`src/rtl/mem_stage_lsu.sv`:
```
// mem_stage_lsu: MEM-stage load/store unit between the EX/MEM register and a
// word-wide synchronous data memory. Runs read-modify-write for sb/sh, extends
// load results and freezes upstream stages while an access is in flight.
// Optional feature: define LSU_ALIGN_CHECK_EN to trap misaligned and
// out-of-range accesses (exc pulse, no DM access). Without it, low address
// bits beyond the access size are ignored and the word address wraps.
module mem_stage_lsu #(
  parameter int unsigned AW   = 12,
  parameter logic [31:0] BASE = 32'h0000_0000
) (
  input  logic          clk,
  input  logic          reset,
  input  logic          req_valid,
  output logic          req_ready,
  input  logic [2:0]    op,
  input  logic [31:0]   addr,
  input  logic [31:0]   wdata,
  output logic          rsp_valid,
  output logic [31:0]   rdata,
  output logic          stall,
  output logic          mem_en,
  output logic          mem_we,
  output logic [AW-1:0] mem_addr,
  output logic [31:0]   mem_wdata,
  input  logic [31:0]   mem_rdata,
  output logic          exc
);

  localparam logic [2:0] OP_LW  = 3'b000;
  localparam logic [2:0] OP_LB  = 3'b001;
  localparam logic [2:0] OP_LBU = 3'b010;
  localparam logic [2:0] OP_LH  = 3'b011;
  localparam logic [2:0] OP_LHU = 3'b100;
  localparam logic [2:0] OP_SW  = 3'b101;
  localparam logic [2:0] OP_SB  = 3'b110;
  localparam logic [2:0] OP_SH  = 3'b111;

  typedef enum logic [1:0] {
    ST_IDLE = 2'b00,
    ST_RD   = 2'b01,
    ST_CAP  = 2'b10,
    ST_WR   = 2'b11
  } state_t;

  state_t        state_r;
  logic [2:0]    op_r;
  logic [1:0]    lo_r;
  logic [31:0]   wdata_r;
  logic [31:0]   word_r;
  logic [AW-1:0] mem_addr_r;
  logic          mem_en_r;
  logic          mem_we_r;
  logic          rsp_valid_r;
  logic          exc_r;
  logic          req_ready_r;

  logic [31:0]   offset_s;
  logic          bad_s;
  logic [31:0]   rdata_s;
  logic [31:0]   mem_wdata_s;
  logic          unused_s;

  // Sub-word stores must read the old word first.
  function automatic logic is_rmw(input logic [2:0] f_op);
    return (f_op == OP_SB) || (f_op == OP_SH);
  endfunction

  // Select and extend the addressed byte/half out of a DM word.
  function automatic logic [31:0] load_extract(input logic [2:0] f_op,
                                               input logic [1:0] f_lo,
                                               input logic [31:0] f_word);
    logic [7:0]  b;
    logic [15:0] h;
    logic [31:0] r;
    b = f_word[{f_lo, 3'b000} +: 8];
    h = f_word[{f_lo[1], 4'b0000} +: 16];
    case (f_op)
      OP_LW:   r = f_word;
      OP_LB:   r = {{24{b[7]}}, b};
      OP_LBU:  r = {24'h00_0000, b};
      OP_LH:   r = {{16{h[15]}}, h};
      OP_LHU:  r = {16'h0000, h};
      default: r = 32'h0000_0000;
    endcase
    return r;
  endfunction

  // Merge store data into the captured word; sw replaces the whole word.
  function automatic logic [31:0] store_merge(input logic [2:0] f_op,
                                              input logic [1:0] f_lo,
                                              input logic [31:0] f_old,
                                              input logic [31:0] f_wd);
    logic [31:0] m;
    m = f_old;
    case (f_op)
      OP_SB:   m[{f_lo, 3'b000} +: 8] = f_wd[7:0];
      OP_SH:   m[{f_lo[1], 4'b0000} +: 16] = f_wd[15:0];
      OP_SW:   m = f_wd;
      default: m = f_old;
    endcase
    return m;
  endfunction

  assign offset_s = addr - BASE;
  // Offset bits outside the word index only matter to the range check.
  assign unused_s = ^{offset_s[31:AW+2], offset_s[1:0]};

`ifdef LSU_ALIGN_CHECK_EN
  // Flag accesses misaligned for their size or outside the DM window.
  always_comb begin
    bad_s = 1'b0;
    case (op)
      OP_LW, OP_SW:         bad_s = (addr[1:0] != 2'b00);
      OP_LH, OP_LHU, OP_SH: bad_s = addr[0];
      default:              bad_s = 1'b0;
    endcase
    if (offset_s[31:AW+2] != {(30-AW){1'b0}}) begin
      bad_s = 1'b1;
    end else begin
      bad_s = bad_s;
    end
  end
  assign exc = exc_r;
`else
  assign bad_s = 1'b0;
  assign exc   = 1'b0;
`endif

  // Access sequencer: latches the request and drives DM control from registers.
  always_ff @(posedge clk or negedge reset) begin
    if (!reset) begin
      state_r     <= ST_IDLE;
      op_r        <= 3'b000;
      lo_r        <= 2'b00;
      wdata_r     <= 32'h0000_0000;
      word_r      <= 32'h0000_0000;
      mem_addr_r  <= {AW{1'b0}};
      mem_en_r    <= 1'b0;
      mem_we_r    <= 1'b0;
      rsp_valid_r <= 1'b0;
      exc_r       <= 1'b0;
      req_ready_r <= 1'b1;
    end else begin
      case (state_r)
        ST_IDLE: begin
          if (req_valid) begin
            op_r        <= op;
            lo_r        <= addr[1:0];
            wdata_r     <= wdata;
            mem_addr_r  <= offset_s[AW+1:2];
            req_ready_r <= 1'b0;
            if (bad_s) begin
              state_r     <= ST_CAP;
              exc_r       <= 1'b1;
              rsp_valid_r <= 1'b1;
            end else if (op == OP_SW) begin
              state_r     <= ST_WR;
              mem_en_r    <= 1'b1;
              mem_we_r    <= 1'b1;
              rsp_valid_r <= 1'b1;
            end else begin
              state_r  <= ST_RD;
              mem_en_r <= 1'b1;
            end
          end
        end
        ST_RD: begin
          state_r     <= ST_CAP;
          mem_en_r    <= 1'b0;
          rsp_valid_r <= !is_rmw(op_r);
        end
        ST_CAP: begin
          word_r <= mem_rdata;
          exc_r  <= 1'b0;
          if (is_rmw(op_r) && !exc_r) begin
            state_r     <= ST_WR;
            mem_en_r    <= 1'b1;
            mem_we_r    <= 1'b1;
            rsp_valid_r <= 1'b1;
          end else begin
            state_r     <= ST_IDLE;
            rsp_valid_r <= 1'b0;
            req_ready_r <= 1'b1;
          end
        end
        ST_WR: begin
          state_r     <= ST_IDLE;
          mem_en_r    <= 1'b0;
          mem_we_r    <= 1'b0;
          rsp_valid_r <= 1'b0;
          req_ready_r <= 1'b1;
        end
        default: begin
          state_r     <= ST_IDLE;
          mem_en_r    <= 1'b0;
          mem_we_r    <= 1'b0;
          rsp_valid_r <= 1'b0;
          exc_r       <= 1'b0;
          req_ready_r <= 1'b1;
        end
      endcase
    end
  end

  // Load result comes straight from the DM read word in the CAP response cycle.
  always_comb begin
    rdata_s = 32'h0000_0000;
    if ((state_r == ST_CAP) && rsp_valid_r && !exc_r) begin
      rdata_s = load_extract(op_r, lo_r, mem_rdata);
    end else begin
      rdata_s = 32'h0000_0000;
    end
  end

  // Write word is built from registered request data and the captured word.
  always_comb begin
    mem_wdata_s = 32'h0000_0000;
    if (state_r == ST_WR) begin
      mem_wdata_s = store_merge(op_r, lo_r, word_r, wdata_r);
    end else begin
      mem_wdata_s = 32'h0000_0000;
    end
  end

  assign req_ready = req_ready_r;
  assign rsp_valid = rsp_valid_r;
  assign rdata     = rdata_s;
  assign mem_en    = mem_en_r;
  assign mem_we    = mem_we_r;
  assign mem_addr  = mem_addr_r;
  assign mem_wdata = mem_wdata_s;
  // Upstream may advance in the response cycle so the next request is ready.
  assign stall     = req_ready_r ? req_valid : !rsp_valid_r;

endmodule

```
`config.mk`:
```
export PLATFORM = sky130hd
export DESIGN_NAME = mem_stage_lsu
export DESIGN_NICKNAME = d
export VERILOG_FILES = /design/src/rtl/mem_stage_lsu.sv
export SDC_FILE = /design/constraint.sdc
export NUM_CORES = 1
export LEC_CHECK = 0
export CAP_MARGIN = 15
export CORE_ASPECT_RATIO = 0.9
export CORE_MARGIN = 4
export CORE_UTILIZATION = 49
export DETAILED_ROUTE_END_ITERATION = 16
export PLACE_DENSITY = 0.85
export SLEW_MARGIN = 20
export SYNTH_ARGS = -nofsm -noshare
export SYNTH_HDL_FRONTEND = slang
export SYNTH_SLANG_ARGS = --single-unit
```
`constraint.sdc`:
```
create_clock -name clk -period 5.91 [get_ports clk]
set_input_delay 1.182 -clock clk [delete_from_list [all_inputs] [get_ports clk]]
set_output_delay 1.182 -clock clk [all_outputs]
set_load 0.005 [all_outputs]
```
# == Word-level counts from Yosys, hierarchy flattened ==
# Cells that the tools add are included.
# op_classes
add_sub_neg,2
n_mul,0
n_div,0
order_cmp,0
eq_ne,15
n_shift,6
muxes,22
n_bitwise,0
reduce_logical,13
# op_table
op,n
$pmux 32 s5,1
$pmux 32 s3,1
$bwmux 32,2
$mux 32,2
$shift 16x7->32 const A,1
$shift 8x7->32 const A,1
$shiftx 16x7->32,1
$shiftx 32x6->16,1
$shiftx 32x6->8,1
$shiftx 8x7->32,1
$eq 3x3->1 const B,5
$neg 5->7,2
$pmux 1 s3,3
$mux 1,8
$ne 2x2->1 const B,4
$pmux 2 s4,1
$eq 3x2->1 const B,2
$mux 2,3
$reduce_and 2->1,3
$eq 2x2->1 const B,2
$pmux 1 s4,1
$reduce_and 4->1,1
$eq 3x1->1 const B,1
$logic_not 3->1,1
8 further kinds,9
# word_totals
regBits,87
latch_bits,0
ram_bits,0
rom_bits,0
in_bits,102
out_inout_bits,82
elab_cells,68
memories,0

# == Logic depth before layout (Yosys ltp) ==
# depth
ltp_word,5
ltp_mapped,7
ltp_nobuf,6

# == Worst setup path after synthesis ==
# No wires, ideal clock.
# synth_path
kind,input to output
startpoint,in mem_rdata[31]
endpoint,out rdata[10]
arrival_time_ns,2.250
required_time_ns,4.728
path_slack_ns,2.478
stages,4
path_buffers,1
path_cell_list,mux4_2 -> and4_4 -> buf_6 -> o31a_1
# synth_between
elab_chain_cells,3
# synth_lines
item,line_no,text
from (decl),25,"input logic [31:0] mem_rdata,"
$shiftx 32x6->8,75,"b = f_word[{f_lo, 3'b000} +: 8];"
$pmux 32 s5,77,case (f_op)
$mux 32,208,if ((state_r == ST_CAP) && rsp_valid_r && !exc_r) begin
to (decl),19,"output logic [31:0] rdata,"
# Every way passes these cells.

# == Worst setup path in the final report ==
# layout_path
startpoint,reg op_r[1]
endpoint,out rdata[4]
# layout_between
elab_chain_cells,3
elab_cells_between_ends,7
cone_classes,4 x eq/ne; 2 x mux; 1 x reduce/logical
# layout_lines
item,line_no,text
from (decl),46,logic [2:0] op_r;
from (signal assigned),147,op_r <= op;
$eq 3x3->1 (tied with other cells),77,
$pmux 32 s5 (*),77,
$mux 32 (*),208,
# Every way passes the cells marked *; elsewhere a longest branch is shown, timed or not.

==> flow_summary.yaml <==
global_routing:
  grt.total_usage: 0.267
  grt_pass1_wl_um: 26300
  grt_max_degree: 88
  antenna_found_initial: 0
  grt_pass1_vias: 5217
  grt.overflow.total: 0
finish:
  final_cell_mix: "clkdlybuf4s50_1, nand2_1, dfrtp_1"
  design_area_mm2: 0.00719
  finalNetCount: 836
  drive_above_1_share: 0.114
  syn2layout_area_growth_pct: 37.5
  mostFrequentLayoutCell: "clkdlybuf4s50_1"
  diodes: 0
  fin_util: 0.696
timing:
  clock.fmax_ghz: 0.211
  relSlewSlack: 0.323
  skew_ps: 8.19
  slew_viol_final: 0
  rsz0062_at_grt: "no"
  fin_crit_ps: 4740
  finalSetupTns_ps: 0
  setup_violations: 0
  hold_viol_final: 0
  period_share: 0.802
  worst_pin_slew_ps: 1010
clock_network:
  cts_tree: "done"
  cts_max_level: 3
  cts.sinks: 87
  insertion_delay_ps: 340
  postCtsHoldBufs: 0
  cts_made_buffers: 9
  postCtsSetupBuffers: 0
  clk_path_buf_depth: 2
  path_clk_slew_ps: 70
  cts_root_buf: "clkbuf_16"
  cts_resized: 0
critical_path:
  path_max_fanout: 20
  criticalPathCategory: "flop to primary output"
  cp.arrival_ps: 3560
  cp-start-kind: "flop"
  worstPathCellList: "clkinv_1, o211ai_1, nand3_1, a21oi_1, clkdlybuf4s50_1"
  critPathRequiredTime_ps: 4730
  crit_path_end_kind: "primary output"
  cpMaxStageDelayCell: "o211ai_1"
  slowest_delay_ps: 850
power:
  vdd_ir_drop_max_mv: 0.325
  powerDensity_mw_per_mm2: 514
  p_leak_uw: 0.00292
synth:
  synthCells: 595
  syn_nets: 702
  synth_top_cell_by_area: "dfrtp_1"
  netlist_top_cells_area: "dfrtp_1, nand2_1, mux2_2, a21oi_1, a22oi_1"
  ys_warn_count: 0
  yosys_register_bits: 87
  syn_area_per_cell_um2: 8.79
  ys_types: 54
  synthFlopType: "dfrtp_1"
  ys_seq_area_frac: 0.417
  synth_edf_count: 0
  syn_area_mm2: 0.00523
  yosysTopAreaCellShare: 0.412
  synth-async-reset-ratio: 1.00
die:
  die_y_um: 106
  die_w_um: 117
  design.core.area_mm2: 0.0103
  die_area_mm2: 0.0124
  initial_core_util: 0.506
  io_pins: 184
  rows: 35
drt:
  dr_total_vias: 5242
  first_pass_iters: 6
  finalWirelength_um: 16700
  wl_per_cell_um: 19.4
  viasPerCell: 6.07
  ant_nets: 0
  drt_iter0_drc: 540
  drc: 0
placement:
  port_buffers: 164
  placed_cell_area_mm2: 0.00685
  gp_congestion: 0.924
  hpwlAfterDp_um: 12200
outcome:
  outcome: "finished clean"
run:
  maxCapViolCount: 0
min_path:
  hp-class: "flop to flop"
cells in the mapped netlist (all sizes together), types with 13 or more instances:
cell type and instances:
a21oi 62, nand3 13, nor2b 27, nor2 29, clkbuf 23, nand2 148, a22oi 30, o221ai 15
mux2 46, o21ai 17, dfrtp 86, buf 21
final timing paths:
check | startpoint | to | slack [ps] | cells after the start
max reg2reg | state_r[1] | wdata_r[19] | 3710 | 4
max in group asynchronous | reset | word_r[10] | 4470 | 1
min in group asynchronous | reset | wdata_r[8] | 900 | 1
max | op_r[1] | rdata[4] | 1170 | 5
min | req_ready | req_ready | 480 | 2
min reg2reg | req_ready | req_ready | 480 | 2
layout make-up:
| type | count | area [um^2] |
|---|---|---|
| fill | 784 | 3150 |
| clock inverter | 7 | 104 |
| clock buffer | 9 | 225 |
| tap | 129 | 161 |
| inverter | 6 | 22.5 |
| multi-input combinational | 458 | 2830 |
| sequential | 87 | 2180 |
| timing repair buffer | 167 | 1670 |
stage by stage:
step / cells / total power, uW / hold WS [ps] / setup slack (ps)
final: 863 / 3700 / 480 / 1170
after global routing: 863 / 3940 / 506 / 992
after CTS: 863 / 3670 / 485 / 1280
after detailed placement: 847 / 3020 / 464 / 1360
after global placement: 847 / 2950 / 463 / 1450
after floorplan: 595 / 2340 / 439 / 2480
worst max-delay path: cells and delay by family, from the launching register on:
family / cells / cell delay (ps)
flops: 1 / 740
compound gates: 2 / 1050
buf+inv: 2 / 1280
simple gates: 1 / 150
routing by layer:
| metal | track usage | vias to the layer above | part of all wire |
|---|---|---|---|
| met4 | 0.0713 | 0 | 0.021 |
| met2 | 0.440 | 304 | 0.49 |
| met1 | 0.354 | 2528 | 0.40 |
| met5 | 0 | - | 0 |
| met3 | 0.0581 | 31 | 0.092 |
| li1 | - | 2379 | - |
flip-flops by register name, indices dropped and copies added (netlist names):
register	cells
lo_r	2
mem_addr	12
mem_en	1
mem_we	1
op_r	3
req_ready	1
rsp_valid	1
state_r	2
wdata_r	32
word_r	32
power breakdown:
group / internal, uW / switching (uW) / leakage, uW
clock network: 375 / 248 / 0.000154
registers: 901 / 338 / 0.00104
logic: 885 / 947 / 0.00172
total: 2160 / 1530 / 0.00292
logic make-up (layout without fill, tap and decap cells):
family | Yosys count | count (layout) | synth area share
AND/OR/NAND/NOR | 243 | 243 | 0.210
AO/OA/AOI/OAI | 160 | 160 | 0.206
flip-flops | 87 | 87 | 0.417
buffers and inverters | 50 | 189 | 0.0443
multiplexers | 48 | 48 | 0.108
adder cells (fa/ha/maj) | 5 | 5 | 0.0120
other | 1 | 1 | 0.000717
XOR/XNOR | 1 | 1 | 0.00168
(Power assumes the default switching activity.)
